### config.mk
export PLATFORM = sky130hd
export DESIGN_NAME = avalon_mm_32_to_16_write_adapter
export DESIGN_NICKNAME = d
export VERILOG_FILES = /design/src/rtl/avalon_mm_32_to_16_write_adapter.sv
export SDC_FILE = /design/constraint.sdc
export NUM_CORES = 1
export LEC_CHECK = 0
export ABC_AREA = 0
export BUFFER_PORTS_ARGS = -buffer_cell sky130_fd_sc_hd__buf_2
export CAP_MARGIN = 20
export CORE_MARGIN = 2
export CORE_UTILIZATION = 55
export CTS_BUF_LIST = sky130_fd_sc_hd__clkbuf_16
export DETAILED_ROUTE_END_ITERATION = 12
export GPL_TIMING_DRIVEN = 0
export PLACE_DENSITY = 0.86
export SLEW_MARGIN = 20
export SYNTH_ARGS = -nofsm -noshare
export SYNTH_HDL_FRONTEND = slang
export SYNTH_SLANG_ARGS = --single-unit
### constraint.sdc
create_clock -name clock -period 3.5 [get_ports clock]
set_input_delay 0.35 -clock clock [delete_from_list [all_inputs] [get_ports clock]]
set_output_delay 0.35 -clock clock [all_outputs]
set_load 0.02 [all_outputs]
### src/rtl/avalon_mm_32_to_16_write_adapter.sv
// Avalon-MM write bridge: one 32-bit slave write becomes up to two 16-bit
// master writes (low half first). Halves with an all-zero byteenable pair can
// be skipped. The master beat signals are registered; s_waitrequest and
// m_lock are combinational.
module avalon_mm_32_to_16_write_adapter #(
    parameter int ADDR_W          = 27,
    parameter int SKIP_EMPTY_HALF = 1
) (
    input  logic              clock,
    input  logic              reset_n,
    // 32-bit slave side
    input  logic [ADDR_W-1:0] s_address,
    input  logic              s_write,
    input  logic [31:0]       s_writedata,
    input  logic [3:0]        s_byteenable,
    output logic              s_waitrequest,
    input  logic              s_lock,
    // 16-bit master side
    output logic [ADDR_W-1:0] m_address,
    output logic              m_write,
    output logic [15:0]       m_writedata,
    output logic [1:0]        m_byteenable,
    output logic              m_chipselect,
    input  logic              m_waitrequest,
    output logic              m_lock
);

    typedef enum logic [1:0] {
        IDLE = 2'd0,
        LO   = 2'd1,
        HI   = 2'd2,
        DONE = 2'd3
    } state_t;

    // With skipping disabled, every half is issued regardless of byteenable.
    localparam logic SKIP = (SKIP_EMPTY_HALF != 0);

    state_t            state_q, state_d;

    // Only the high half has to be remembered: the low beat is driven straight
    // from the slave inputs on the IDLE edge that latches the request.
    logic [ADDR_W-1:0] hi_addr_q, hi_addr_d;
    logic [15:0]       hi_data_q, hi_data_d;
    logic [1:0]        hi_be_q, hi_be_d;

    logic              m_write_q, m_write_d;
    logic [ADDR_W-1:0] m_address_q, m_address_d;
    logic [15:0]       m_writedata_q, m_writedata_d;
    logic [1:0]        m_byteenable_q, m_byteenable_d;

    logic              need_lo_in;
    logic              need_hi_in;
    logic              need_hi_q;
    logic              beat_accepted;
    logic [ADDR_W-1:0] s_hi_address;

    assign need_lo_in    = !SKIP || (|s_byteenable[1:0]);
    assign need_hi_in    = !SKIP || (|s_byteenable[3:2]);
    assign need_hi_q     = !SKIP || (|hi_be_q);
    assign beat_accepted = m_write_q && !m_waitrequest;
    // Upper half sits two bytes above; wraps modulo 2^ADDR_W.
    assign s_hi_address  = s_address + ADDR_W'(2);

    // Next-state and next master-beat logic.
    always_comb begin
        state_d        = state_q;
        hi_addr_d      = hi_addr_q;
        hi_data_d      = hi_data_q;
        hi_be_d        = hi_be_q;
        m_write_d      = m_write_q;
        m_address_d    = m_address_q;
        m_writedata_d  = m_writedata_q;
        m_byteenable_d = m_byteenable_q;

        unique case (state_q)
            IDLE: begin
                if (s_write) begin
                    hi_addr_d = s_hi_address;
                    hi_data_d = s_writedata[31:16];
                    hi_be_d   = s_byteenable[3:2];
                    if (need_lo_in) begin
                        state_d        = LO;
                        m_write_d      = 1'b1;
                        m_address_d    = s_address;
                        m_writedata_d  = s_writedata[15:0];
                        m_byteenable_d = s_byteenable[1:0];
                    end else if (need_hi_in) begin
                        state_d        = HI;
                        m_write_d      = 1'b1;
                        m_address_d    = s_hi_address;
                        m_writedata_d  = s_writedata[31:16];
                        m_byteenable_d = s_byteenable[3:2];
                    end else begin
                        state_d = DONE;
                    end
                end
            end
            LO: begin
                // The beat is held until accepted; the high beat only follows
                // if the slave is still requesting.
                if (beat_accepted) begin
                    if (need_hi_q && s_write) begin
                        state_d        = HI;
                        m_address_d    = hi_addr_q;
                        m_writedata_d  = hi_data_q;
                        m_byteenable_d = hi_be_q;
                    end else begin
                        state_d   = DONE;
                        m_write_d = 1'b0;
                    end
                end
            end
            HI: begin
                if (beat_accepted) begin
                    state_d   = DONE;
                    m_write_d = 1'b0;
                end
            end
            DONE: begin
                state_d = IDLE;
            end
            default: begin
                state_d   = IDLE;
                m_write_d = 1'b0;
            end
        endcase
    end

    // State and output registers; reset drops any pending beat immediately.
    always_ff @(posedge clock) begin
        if (!reset_n) begin
            state_q        <= IDLE;
            hi_addr_q      <= '0;
            hi_data_q      <= '0;
            hi_be_q        <= '0;
            m_write_q      <= 1'b0;
            m_address_q    <= '0;
            m_writedata_q  <= '0;
            m_byteenable_q <= '0;
        end else begin
            state_q        <= state_d;
            hi_addr_q      <= hi_addr_d;
            hi_data_q      <= hi_data_d;
            hi_be_q        <= hi_be_d;
            m_write_q      <= m_write_d;
            m_address_q    <= m_address_d;
            m_writedata_q  <= m_writedata_d;
            m_byteenable_q <= m_byteenable_d;
        end
    end

    assign s_waitrequest = s_write && (state_q != DONE);
    assign m_lock        = s_lock;
    assign m_write       = m_write_q;
    assign m_chipselect  = m_write_q;
    assign m_address     = m_address_q;
    assign m_writedata   = m_writedata_q;
    assign m_byteenable  = m_byteenable_q;

endmodule

==> results by group <==
Synth
  • Mapped Area: 0.00494 mm^2
  • Post-synth EDFFs: 0
  • Cell variety after synth: 57
  • Syn Area/Cell: 7.59 um^2
  • Main synth FF type: dfxtp_1
  • Syn_nets: 725
  • Post-Synth Adder-Cell Area: 0.0152
  • Post-synthesis compound-gate area fraction: 0.213
  • Post-synthesis mux area share: 0.00835
  • XOR/XNOR Fraction of Synth Area: 0.0656
  • Synth Instances: between 600 and 700
  • Synth Register Bits: 93
  • Simple logic cell fraction of the synthesized area: 0.263
  • Seq/Total Area, Yosys: 0.377
  • Asr flop ratio synth: 0
  • Main combinational cell family by area after synthesis: simple AND/OR/NAND/NOR gates
  • Synth warn: 0

Worst setup path
  • CP top delay family: buffers and inverters
  • Max stage delay on crit path: 400 ps
  • Setup crit end kind: flip-flop
  • Critical path class: flip-flop to flip-flop
  • Crit-path slowest cell: o22ai_1
  • Worst path arrival time: around 2700 ps
  • Critical path's most frequent cell: inv_1
  • CP startpoint kind: flip-flop
  • CP Buf/Inv Count: 4
  • Largest fanout on the critical path: 10
  • CP Data Required Time: 3730 ps
  • Cells along the critical path: inv_1, ha_1, buf_2, inv_1, o22ai_1, nand2_1, buf_1, a31oi_1, a21oi_1

Detailed routing
  • Final wirelength: 15,800 um
  • Final ANT Viol Nets: 0
  • # DRC: 0
  • 1st-iter DRT viols: ~370
  • Post-detailed-route wirelength per cell: between 15 and 20 um
  • DRT Pass-1 Iters: 5
  • Vias: 5,403
  • Vias per cell: just over 6

STA
  • Minimum clock period: 2500 ps
  • Fmax: roughly 400 MHz
  • Slew Limit Fails: 0
  • Share of the clock period used by the worst path after layout: 0.713
  • Unrepaired setup endpoints after global routing: no
  • Least-Margin Pin Slew: 823 ps
  • Relative slew slack: 0.447
  • PnR worst setup slack: 1000 ps
  • Finish-stage setup viols: 0
  • Worst Skew: 8.46 ps
  • Fin. Hold Viols: 0
  • TNS Setup: 0 ps

Global routing
  • Grt peak-use layer: met2
  • First-pass GRT wire length: 24,600 um
  • Vias in the first global route: 4,856
  • GR Overflow Total: 0
  • Total GRT Usage: 0.314
  • Global Route met2 Usage: 0.502
  • Grt met3 use: 0.0482
  • GRT met1 Usage: 0.436
  • Initial antenna violation count: 0
  • Largest net degree at the start of global routing: 18

Cells and area
  • N_diodes: 0
  • Final net count: 844
  • Fillers: 712
  • Post-route design area: 0.00592 mm^2
  • Layout Utilization: 0.679
  • Layout cells sized above 1: 0.203
  • Synth-to-Final Area Change: 19.8%

Placed design
  • Placed instance area: about 0.0056 mm^2
  • Final HPWL DP: 11,400 um
  • Gpl congestion: between 0.9 and 1
  • Setup Slack @ Placement: 1040 ps
  • Number of port buffers: between 100 and 150

Power
  • Cell internal pwr: 2450 uW
  • Switching part of the total power: 0.416
  • Psw: between 1500 and 2000 uW
  • Worst IR Drop VDD: approximately 0.00038 V
  • Pleak: ~0.0023 uW
  • Cell Pwr Density: 708 mW/mm^2
  • Comb pwr share: 0.396
  • Reg power frac: 0.361
  • Clk network pwr share: 0.243

Die
  • Initial Utilization: 0.567
  • Core box area: between 0.008 and 0.009 mm^2
  • Die W: 98.8 um
  • Row count: 34
  • Vert. Die Dim: ~99 um
  • Die area: 0.00976 mm^2
  • I/O pin count: 117

Clocking
  • Count of cells resized by post-cts repair: 0
  • CTS buffer count: 9
  • Post-CTS setup buffer count: 0
  • Max clock buf depth: 2
  • CTS tree: yes
  • Hold Buf Count CTS: 0
  • Root Buffer: clkbuf_16
  • H-tree depth: 3
  • Clock Latency Late Sink: 350 ps
  • Clk sinks: 93
  • Worst-path clk slew: 70 ps

Outcome
  • Outcome: completed

Min path
  • HP Class: primary input to flip-flop

Job
  • Max Cap Viol: 0
synth_stat cells (all sizes together), types with 3 or more instances:
master | n | share of area
nor3 | 11 | 0.013
mux2i | 3 | 0.0061
dfxtp | 93 | 0.38
nand2 | 111 | 0.084
nor3b | 3 | 0.0046
or2 | 4 | 0.0051
xor2 | 17 | 0.030
nand3 | 50 | 0.051
a211oi | 14 | 0.021
o22ai | 4 | 0.0051
nor4 | 8 | 0.014
inv | 7 | 0.0053
and3 | 3 | 0.0040
o21ai | 39 | 0.039
and2 | 5 | 0.0063
buf | 25 | 0.026
o31ai | 12 | 0.018
or3 | 5 | 0.0066
clkbuf | 34 | 0.026
a21oi | 60 | 0.061
a31oi | 7 | 0.0089
o211ai | 22 | 0.033
xnor2 | 20 | 0.035
nor2 | 47 | 0.036
nand4 | 16 | 0.025
a21boi | 3 | 0.0046
ha | 6 | 0.015
flip-flops by register name (all words and copies together) (netlist names):
| register | flops |
|---|---|
| hi_addr_q | 27 |
| m_address | 27 |
| hi_data_q | 16 |
| m_writedata | 16 |
| hi_be_q | 2 |
| m_byteenable | 2 |
| state_q | 2 |
| m_chipselect | 1 |
power by group through the flow:
stage	Clock [uW]	Combinational [uW]	Sequential (uW)
CTS	1010	1630	1510
global placement	0	1590	1520
floorplan	0	856	1720
global route	1050	1790	1540
detailed placement	0	1630	1530
finish	1020	1660	1510
area by class of cell:
cell class              count  area (um^2)  area share
multi-input cells         491         2800       0.472
flip-flops and latches     93         1860       0.314
repair buffers            108          541      0.0913
plain buffers              59          256      0.0433
clock buffers               9          225      0.0380
well taps                 108          135      0.0228
clock inverters             7         78.8      0.0133
inverters                   8         30.0     0.00507
worst register-to-register path, stage by stage, from the launching register on:
cell and delay [ps]:
dfxtp_1 330, inv_1 110, ha_1 150, buf_2 220, inv_1 160, o22ai_1 400, nand2_1 280, buf_1 350
a31oi_1 280, a21oi_1 100
per-layer routing:
metal	part of all wire	vias up	wire [um]
met4	0.019	0	296
met5	0	-	0
li1	-	2534	-
met2	0.46	330	7280
met1	0.42	2508	6570
met3	0.11	31	1670
final timing paths:
path	from	end	slack, ps	depth (start not counted)
hold / removal	s_writedata[25]	hi_data_q[9]$_SDFFE_PN0P_	250	3
setup / recovery	state_q[1]$_SDFFE_PN0P_	m_address[22]$_SDFFE_PN0P_	1000	9
hold reg to reg	m_writedata[14]$_SDFFE_PN0P_	m_writedata[14]$_SDFFE_PN0P_	450	2
setup reg to reg	state_q[1]$_SDFFE_PN0P_	m_address[22]$_SDFFE_PN0P_	1000	9
kinds of logic (layout without fill, tap and decap cells):
family	Yosys count	after routing
simple gates	271	271
buf+inv	67	191
flops	93	93
xor+xnor	37	37
fa+ha+maj	6	6
mux	4	4
compound gates	173	173
cells in the final DEF, fill, tap and decap left out, types with 7 or more instances in the layout:
cell type / n
a211oi_1: 14
a21oi_1: 60
a31oi_1: 7
buf_1: 8
buf_2: 121
clkbuf_1: 34
clkbuf_16: 9
dfxtp_1: 93
inv_1: 7
nand2_1: 111
nand3_1: 50
nand4_1: 14
nor2_1: 47
nor3_1: 9
o211ai_1: 22
o21ai_0: 38
o31ai_1: 12
xnor2_1: 20
xor2_1: 17
through the flow:
| stage | std cells | hold WS (ps) | total power (uW) |
|---|---|---|---|
| floorplan | 651 | 436 | 2580 |
| global placement | 867 | 440 | 3100 |
| detailed placement | 867 | 445 | 3160 |
| CTS | 883 | 251 | 4150 |
| global route | 883 | 255 | 4380 |
| finish | 883 | 246 | 4190 |
Note: power is estimated with default switching activity, not from simulation.
